### src/rtl/pic_cmd_pkg.sv
// PIC command sequencer shared definitions: init/operate state
// encoding, ICW/OCW bit positions, poll word layout and helpers.
package pic_cmd_pkg;

   typedef enum logic [2:0] {
      WAIT_ICW1 = 3'd0,
      WAIT_ICW2 = 3'd1,
      WAIT_ICW3 = 3'd2,
      WAIT_ICW4 = 3'd3,
      READY     = 3'd4
   } seq_state_t;

   // ICW1 / OCW2 / OCW3 discriminators (A0=0 words)
   localparam int unsigned D4_ICW1 = 4;
   localparam int unsigned D3_OCW3 = 3;

   // ICW1 fields
   localparam int unsigned LTIM = 3;
   localparam int unsigned SNGL = 1;
   localparam int unsigned IC4  = 0;

   // ICW4 fields
   localparam int unsigned AEOI = 1;
   localparam int unsigned UPM  = 0;

   // OCW3 fields
   localparam int unsigned ESMM = 6;
   localparam int unsigned SMM  = 5;
   localparam int unsigned P    = 2;
   localparam int unsigned RR   = 1;
   localparam int unsigned RIS  = 0;

   // Poll word: {I, 4'b0, W[2:0]}
   localparam int unsigned POLL_I = 7;

   function automatic logic [2:0] lowest_idx(input logic [7:0] v);
      logic [2:0] idx;
      idx = 3'd0;
      for (int i = 7; i >= 0; i--) begin
         if (v[i]) idx = 3'(i);
      end
      return idx;
   endfunction

endpackage

### src/rtl/pic_bus_strobe.sv
// Bus-side capture of CPU writes and WR#/RD# rising-edge detection.
// Ports: clk, reset_bar, CS#/RD#/WR#/A0/data_in in; commit, cap_a0, cap_data, rd_done out.
module pic_bus_strobe (
   input  logic       clk,
   input  logic       reset_bar,
   input  logic       chip_select_bar,
   input  logic       read_bar,
   input  logic       write_bar,
   input  logic       a0,
   input  logic [7:0] data_in,
   output logic       commit,
   output logic       cap_a0,
   output logic [7:0] cap_data,
   output logic       rd_done
);

   logic       wr_prev_q, wr_prev_d;
   logic       rd_prev_q, rd_prev_d;
   logic       wr_cs_q,   wr_cs_d;
   logic       rd_cs_q,   rd_cs_d;
   logic       a0_q,      a0_d;
   logic [7:0] data_q,    data_d;

   // WR# high now, low last cycle, with a captured selected write.
   // CS# is not required here so CS#/WR# rising together still commits.
   assign commit   = wr_cs_q & ~wr_prev_q & write_bar;
   assign rd_done  = rd_cs_q & ~rd_prev_q & read_bar;
   assign cap_a0   = a0_q;
   assign cap_data = data_q;

   always_comb begin
      wr_prev_d = write_bar;
      rd_prev_d = read_bar;
      wr_cs_d   = wr_cs_q;
      rd_cs_d   = rd_cs_q;
      a0_d      = a0_q;
      data_d    = data_q;
      if (commit) wr_cs_d = 1'b0;
      if (rd_done) rd_cs_d = 1'b0;
      if (!write_bar && !chip_select_bar) begin
         wr_cs_d = 1'b1;
         a0_d    = a0;
         data_d  = data_in;
      end
      if (!read_bar && !chip_select_bar && write_bar)
         rd_cs_d = 1'b1;
   end

   always_ff @(posedge clk) begin
      if (!reset_bar) begin
         wr_prev_q <= 1'b1;
         rd_prev_q <= 1'b1;
         wr_cs_q   <= 1'b0;
         rd_cs_q   <= 1'b0;
         a0_q      <= 1'b0;
         data_q    <= 8'h00;
      end else begin
         wr_prev_q <= wr_prev_d;
         rd_prev_q <= rd_prev_d;
         wr_cs_q   <= wr_cs_d;
         rd_cs_q   <= rd_cs_d;
         a0_q      <= a0_d;
         data_q    <= data_d;
      end
   end

endmodule

### src/rtl/pic_command_sequencer.sv
// PIC ICW1..4 init sequencer, OCW1/2/3 decode and status read-back mux.
// Ports: bus strobes in, irr/isr in; config/imr/ocw2/read-back out. POLL_CMD_EN adds poll_ack.
module pic_command_sequencer
   import pic_cmd_pkg::*;
#(
   parameter int unsigned NUM_IRQ   = 8,
   parameter logic [7:0]  IMR_RESET = 8'h00
) (
   input  logic               clk,
   input  logic               reset_bar,
   input  logic               chip_select_bar,
   input  logic               read_bar,
   input  logic               write_bar,
   input  logic               A0,
   input  logic [7:0]         data_in,
   input  logic [NUM_IRQ-1:0] irr,
   input  logic [NUM_IRQ-1:0] isr,
   output logic [7:0]         data_out,
   output logic               data_out_en,
   output logic               init_done,
   output logic               init_clear,
   output logic               ltim,
   output logic               sngl,
   output logic               ic4,
   output logic [4:0]         vector_base,
   output logic [7:0]         cascade_cfg,
   output logic               aeoi,
   output logic               upm,
   output logic [NUM_IRQ-1:0] imr,
`ifdef POLL_CMD_EN
   output logic               poll_ack,
`endif
   output logic               ocw2_strobe,
   output logic [2:0]         ocw2_rsl,
   output logic [2:0]         ocw2_level,
   output logic               read_isr_sel,
   output logic               special_mask
);

   localparam logic [NUM_IRQ-1:0] IMR_INIT = IMR_RESET[NUM_IRQ-1:0];

   logic       commit, cap_a0;
   logic [7:0] d;

   seq_state_t         state_q, state_d;
   logic               clr_q, clr_d;
   logic               ltim_q, ltim_d, sngl_q, sngl_d, ic4_q, ic4_d;
   logic [4:0]         vec_q, vec_d;
   logic [7:0]         cas_q, cas_d;
   logic               aeoi_q, aeoi_d, upm_q, upm_d;
   logic [NUM_IRQ-1:0] imr_q, imr_d;
   logic               stb_q, stb_d;
   logic [2:0]         rsl_q, rsl_d, lvl_q, lvl_d;
   logic               risel_q, risel_d, smm_q, smm_d;
   logic [7:0]         rd_word;

`ifdef POLL_CMD_EN
   logic       rd_done;
   logic       poll_q, poll_d, ack_q, ack_d;
   logic [7:0] pend;
`endif

   pic_bus_strobe u_strobe (
      .clk             (clk),
      .reset_bar       (reset_bar),
      .chip_select_bar (chip_select_bar),
      .read_bar        (read_bar),
      .write_bar       (write_bar),
      .a0              (A0),
      .data_in         (data_in),
      .commit          (commit),
      .cap_a0          (cap_a0),
      .cap_data        (d),
`ifdef POLL_CMD_EN
      .rd_done         (rd_done)
`else
      .rd_done         ()
`endif
   );

   always_comb begin
      state_d = state_q;
      clr_d   = 1'b0;
      ltim_d  = ltim_q;
      sngl_d  = sngl_q;
      ic4_d   = ic4_q;
      vec_d   = vec_q;
      cas_d   = cas_q;
      aeoi_d  = aeoi_q;
      upm_d   = upm_q;
      imr_d   = imr_q;
      stb_d   = 1'b0;
      rsl_d   = rsl_q;
      lvl_d   = lvl_q;
      risel_d = risel_q;
      smm_d   = smm_q;
`ifdef POLL_CMD_EN
      poll_d  = poll_q;
      ack_d   = 1'b0;
      if (rd_done && poll_q) begin
         poll_d = 1'b0;
         ack_d  = 1'b1;
      end
`endif
      if (commit) begin
         if (!cap_a0 && d[D4_ICW1]) begin
            ltim_d  = d[LTIM];
            sngl_d  = d[SNGL];
            ic4_d   = d[IC4];
            imr_d   = IMR_INIT;
            risel_d = 1'b0;
            smm_d   = 1'b0;
            aeoi_d  = 1'b0;
            upm_d   = 1'b0;
            clr_d   = 1'b1;
`ifdef POLL_CMD_EN
            poll_d  = 1'b0;
`endif
            state_d = WAIT_ICW2;
         end else begin
            unique case (state_q)
               WAIT_ICW2: if (cap_a0) begin
                  vec_d = d[7:3];
                  if (!sngl_q)  state_d = WAIT_ICW3;
                  else if (ic4_q) state_d = WAIT_ICW4;
                  else          state_d = READY;
               end
               WAIT_ICW3: if (cap_a0) begin
                  cas_d   = d;
                  state_d = ic4_q ? WAIT_ICW4 : READY;
               end
               WAIT_ICW4: if (cap_a0) begin
                  aeoi_d  = d[AEOI];
                  upm_d   = d[UPM];
                  state_d = READY;
               end
               READY: begin
                  if (cap_a0) begin
                     imr_d = d[NUM_IRQ-1:0];
                  end else if (!d[D3_OCW3]) begin
                     stb_d = 1'b1;
                     rsl_d = d[7:5];
                     lvl_d = d[2:0];
                  end else begin
                     if (d[RR])   risel_d = d[RIS];
                     if (d[ESMM]) smm_d   = d[SMM];
`ifdef POLL_CMD_EN
                     if (d[P])    poll_d  = 1'b1;
`endif
                  end
               end
               default: ;
            endcase
         end
      end
   end

   always_ff @(posedge clk) begin
      if (!reset_bar) begin
         state_q <= WAIT_ICW1;
         clr_q   <= 1'b0;
         ltim_q  <= 1'b0;
         sngl_q  <= 1'b0;
         ic4_q   <= 1'b0;
         vec_q   <= 5'd0;
         cas_q   <= 8'h00;
         aeoi_q  <= 1'b0;
         upm_q   <= 1'b0;
         imr_q   <= IMR_INIT;
         stb_q   <= 1'b0;
         rsl_q   <= 3'd0;
         lvl_q   <= 3'd0;
         risel_q <= 1'b0;
         smm_q   <= 1'b0;
`ifdef POLL_CMD_EN
         poll_q  <= 1'b0;
         ack_q   <= 1'b0;
`endif
      end else begin
         state_q <= state_d;
         clr_q   <= clr_d;
         ltim_q  <= ltim_d;
         sngl_q  <= sngl_d;
         ic4_q   <= ic4_d;
         vec_q   <= vec_d;
         cas_q   <= cas_d;
         aeoi_q  <= aeoi_d;
         upm_q   <= upm_d;
         imr_q   <= imr_d;
         stb_q   <= stb_d;
         rsl_q   <= rsl_d;
         lvl_q   <= lvl_d;
         risel_q <= risel_d;
         smm_q   <= smm_d;
`ifdef POLL_CMD_EN
         poll_q  <= poll_d;
         ack_q   <= ack_d;
`endif
      end
   end

   // Write wins over a simultaneous read.
   assign data_out_en = ~read_bar & ~chip_select_bar & write_bar;

`ifdef POLL_CMD_EN
   always_comb begin
      pend = 8'h00;
      pend[NUM_IRQ-1:0] = irr & ~imr_q;
   end
`endif

   always_comb begin
      rd_word = 8'h00;
      if (A0)           rd_word[NUM_IRQ-1:0] = imr_q;
      else if (risel_q) rd_word[NUM_IRQ-1:0] = isr;
      else              rd_word[NUM_IRQ-1:0] = irr;
`ifdef POLL_CMD_EN
      if (!A0 && poll_q) begin
         rd_word         = 8'h00;
         rd_word[POLL_I] = |pend;
         rd_word[2:0]    = lowest_idx(pend);
      end
`endif
   end

   assign data_out     = data_out_en ? rd_word : 8'h00;
   assign init_done    = (state_q == READY);
   assign init_clear   = clr_q;
   assign ltim         = ltim_q;
   assign sngl         = sngl_q;
   assign ic4          = ic4_q;
   assign vector_base  = vec_q;
   assign cascade_cfg  = cas_q;
   assign aeoi         = aeoi_q;
   assign upm          = upm_q;
   assign imr          = imr_q;
   assign ocw2_strobe  = stb_q;
   assign ocw2_rsl     = rsl_q;
   assign ocw2_level   = lvl_q;
   assign read_isr_sel = risel_q;
   assign special_mask = smm_q;
`ifdef POLL_CMD_EN
   assign poll_ack     = ack_q;
`endif

endmodule
### config.mk
export PLATFORM = sky130hd
export DESIGN_NAME = pic_command_sequencer
export DESIGN_NICKNAME = d
export VERILOG_FILES = /design/src/rtl/pic_cmd_pkg.sv /design/src/rtl/pic_bus_strobe.sv /design/src/rtl/pic_command_sequencer.sv
export SDC_FILE = /design/constraint.sdc
export NUM_CORES = 1
export LEC_CHECK = 0
export ABC_AREA = 1
export CAP_MARGIN = 20
export CELL_PAD_IN_SITES_DETAIL_PLACEMENT = 1
export CELL_PAD_IN_SITES_GLOBAL_PLACEMENT = 2
export CORE_UTILIZATION = 26
export CTS_BUF_LIST = sky130_fd_sc_hd__clkbuf_16
export DETAILED_ROUTE_END_ITERATION = 6
export GPL_TIMING_DRIVEN = 0
export PLACE_DENSITY = 0.82
export SYNTH_ARGS = -nofsm -noshare
export SYNTH_HDL_FRONTEND = slang
export SYNTH_SLANG_ARGS = --single-unit
### constraint.sdc
create_clock -name clk -period 2.5 [get_ports clk]
set_input_delay 0.75 -clock clk [delete_from_list [all_inputs] [get_ports clk]]
set_output_delay 0.75 -clock clk [all_outputs]
set_load 0.02 [all_outputs]
==> Implementation_results.wiki <==
{| class="wikitable"
! Metric !! Value
|-
| Synth cell types || 22
|-
| Buf/Inv on CP || 4
|-
| Synthesized cell area || about 2200 µm²
|-
| Residual DRC count || 0
|-
| Area added between synthesis and finish || 47.5%
|-
| Async set-or-reset flop fraction in the synthesized netlist || 0%
|-
| Maximum clock insertion buffer count || 2
|-
| Result of the run || complete, no violations
|-
| Fmax || between 400 and 500 MHz
|-
| Initial Utilization || between 20% and 30%
|-
| Slew Viols, Final || 0
|-
| CTS H-tree lvls || 2
|-
| GP Congestion || ~0.83
|-
| Worst path required time || 1.75 ns
|-
| IO Port Bufs || 74
|-
| Clock slew seen by the registers of the worst setup and hold paths || about 0.070 ns
|-
| Synth top area cells || sky130_fd_sc_hd__dfxtp_1 45%, sky130_fd_sc_hd__nor2_1 13%, sky130_fd_sc_hd__nand2_1 10%
|-
| Total of hold buffers inserted after clock tree synthesis || 0
|-
| Yosys warnings || 0
|-
| Hold/Removal Path Class || reg2reg
|-
| Library cell with the highest instance count after synthesis || sky130_fd_sc_hd__nor2_1
|-
| Tmin final || 2.42 ns
|-
| Die Outline Area || 8940 µm²
|-
| RSZ-0062 raised after global routing || false
|-
| Max_slew headroom || about 66%
|-
| Worst clock skew || 0.00693 ns
|-
| Clock insertion delay at the later pin of the skew report || between 0.2 and 0.3 ns
|-
| Global-route wire length before repair || roughly 12000 µm
|-
| Leakage power figure || approximately 1.3 nW
|-
| Start-to-end type of the worst setup path || in2out
|-
| Syn Inst Count || about 320
|-
| Crit path top cell by count || sky130_fd_sc_hd__buf_6
|-
| Nets in the synthesized netlist || between 300 and 400
|-
| Final setup fails || 0
|-
| Areal power density over the cells || 514 nW/µm²
|-
| Commonest cells in the netlist || 75 x sky130_fd_sc_hd__nor2_1, 60 x sky130_fd_sc_hd__nand2_1, 50 x sky130_fd_sc_hd__dfxtp_1
|-
| FILL cells || roughly 1000
|-
| Worst Tran Pin Value || between 0.5 and 0.6 ns
|-
| Final worst-path cycle share || 96.7%
|-
| Std-Cell Rows || 33
|-
| Max-capacitance violation count || 0
|-
| Hold Vio Cnt, Final || 0
|-
| CP Cell Sequence || buf_6, inv_2, nor3_4, buf_6, o21ai_0, a31oi_1, buf_2
|-
| Average cell area after synthesis || around 7 µm²
|-
| TritonCTS clock tree || yes
|-
| DR WL/cell || between 10 and 15 µm
|-
| Vias in the first global route || approximately 2300
|-
| Largest stage delay on the critical path || around 0.22 ns
|-
| Maximum resistive drop on vdd || between 0.0002 and 0.0003 V
|-
| Highest-delay cell along the critical path || sky130_fd_sc_hd__nor3_4
|-
| Number of sinks handled by clock tree synthesis || 50
|-
| Area of the core || just over 8000 µm²
|-
| All-layer global routing usage || between 10% and 20%
|-
| Total congestion overflow after global routing || 0
|-
| Post-synthesis cell type with the largest combined area || sky130_fd_sc_hd__dfxtp_1
|-
| Number of nets with antenna violations after routing || 0
|-
| Critical Path AT || 1.67 ns
|-
| Y dimension of the die || about 95 µm
|-
| I/O Pins || 76
|-
| Via density per instance || between 4 and 5
|-
| CP Capture Type || output pin
|-
| First DRT Iteration DRCs || 29
|-
| Routed wire length || approximately 7000 µm
|-
| Chip width || around 95 µm
|-
| Number of iterations in the first detailed-routing pass || 4
|-
| Root buffer selected by CTS || sky130_fd_sc_hd__clkbuf_16
|-
| Top cell family by delay on the critical path || buffers and inverters
|-
| HPWL after detailed placement || around 5400 µm
|-
| Prevailing post-synth register cell || sky130_fd_sc_hd__dfxtp_1
|-
| Diodes inserted || 0
|-
| Pin count of the biggest net entering global routing || 18
|-
| Maximum fanout count along the critical path || 5
|-
| Overall via count from detail_route || 2306
|-
| Number of buffers added by the clock tree synthesis step || 5
|-
| Share of post-route cells with drive strength above 1 || between 10% and 20%
|-
| Portion of the post-synthesis area used by sequential elements || approximately 45%
|-
| Initial antenna violation count || 0
|-
| Startpoint Class || primary input
|-
| Final Core Density || 39.8%
|-
| Post-layout net count || between 400 and 500
|-
| Yosys reg bits || 50
|-
| Number of flops mapped to enable cells by yosys || 0
|-
| Fin Hold WS || 0.487 ns
|-
| Area share of the largest cell type after synthesis || between 40 and 50%
|}
[cell type report]
| type | instances | area [µm²] | share of cell area, % |
|---|---|---|---|
| multi-input cells | 226 | 1060 | 32.3 |
| clock buffers | 5 | 125 | 3.81 |
| flip-flops and latches | 50 | 1000 | 30.5 |
| inverters | 30 | 115 | 3.50 |
| repair buffers | 81 | 766 | 23.3 |
| plain buffers | 9 | 61.3 | 1.87 |
| clock inverters | 3 | 25.0 | 0.762 |
| well taps | 105 | 131 | 4.00 |
[cells by family (layout without fill, tap and decap cells)]
| logic type | after synthesis | count (layout) | share of synthesized area, % |
|---|---|---|---|
| flip-flops | 50 | 50 | 44.9 |
| buffers and inverters | 40 | 128 | 7.64 |
| AO/OA/AOI/OAI | 68 | 68 | 15.9 |
| AND/OR/NAND/NOR | 158 | 158 | 31.5 |
[layer usage]
layer | global-route usage (%) | wire length, µm | share of wire, % | vias up
li1 | - | - | - | 1180
met1 | 21.0 | 3200 | 45 | 1088
met2 | 30.3 | 3570 | 50 | 31
met3 | 3.06 | 238 | 3.4 | 7
met4 | 4.55 | 76 | 1.1 | 0
met5 | 0 | 0 | 0 | -
[per-stage QoR]
stage          total power [W]  std cells  setup TNS [ns]  setup WS (ns)  cell area, µm²
6_report               0.00169        509               0         0.0826            3280
5_1_grt                0.00177        509               0         0.0167            3280
4_1_cts                0.00171        510               0        0.00436            3280
3_5_place_dp           0.00101        495           -8.32          -1.01            3100
3_3_place_gp           0.00101        495           -8.12         -0.962            3100
2_1_floorplan         0.000923        316               0          0.101            2230
[registers in the layout, summed over array words and instances, names as in the netlist, 3 cells and up]
signal / cells
ocw2_rsl: 3
vector_base: 5
imr: 8
state_q: 3
ocw2_level: 3
cascade_cfg: 8
u_strobe.cap_data: 8
[placed cells by master, fill, tap and decap left out, types with 2 or more instances in the layout]
cell type,n
sky130_fd_sc_hd__a21oi_1,15
sky130_fd_sc_hd__a31oi_1,8
sky130_fd_sc_hd__buf_2,5
sky130_fd_sc_hd__buf_4,10
sky130_fd_sc_hd__buf_6,5
sky130_fd_sc_hd__clkbuf_1,4
sky130_fd_sc_hd__clkbuf_16,5
sky130_fd_sc_hd__clkdlybuf4s50_1,61
sky130_fd_sc_hd__dfxtp_1,50
sky130_fd_sc_hd__inv_1,21
sky130_fd_sc_hd__inv_2,8
sky130_fd_sc_hd__nand2_1,60
sky130_fd_sc_hd__nand2_2,3
sky130_fd_sc_hd__nand3_1,8
sky130_fd_sc_hd__nand3_2,2
sky130_fd_sc_hd__nor2_1,75
sky130_fd_sc_hd__nor2_2,4
sky130_fd_sc_hd__nor2_4,2
sky130_fd_sc_hd__o21ai_0,37
sky130_fd_sc_hd__o21ai_1,6
[worst min-delay path, delay by kind of cell (launching register included)]
family	cells	cell delay (ns)
DFF	1	0.33
and+or+nand+nor	2	0.13
[final timing paths]
check	startpoint	endpoint	slack [ns]	cells after the start
worst max register to register	u_strobe.cap_data[4]	imr[4]	1.10	10
worst max-delay path	write_bar	data_out[4]	0.08	7
worst min-delay path	ocw2_rsl[0]	ocw2_rsl[0]	0.49	2
worst min register to register	ocw2_rsl[0]	ocw2_rsl[0]	0.49	2
[timing repair]
action / 4_1_cts / 5_1_grt
pin swaps: 1 / 1
setup buffers: 5 / 0
gates resized for setup: 70 / 7
setup endpoints to repair: 9 / 8
gates cloned: 2 / 0
[where the power goes]
group,leakage (nW),switching [W],total (W),internal [W]
Sequential,0.405,0.0000162,0.000826,0.000810
Clock,0.0704,0.000308,0.000685,0.000376
Combinational,0.869,0.0000972,0.000178,0.0000810
Note: power is estimated with default switching activity, not from simulation.
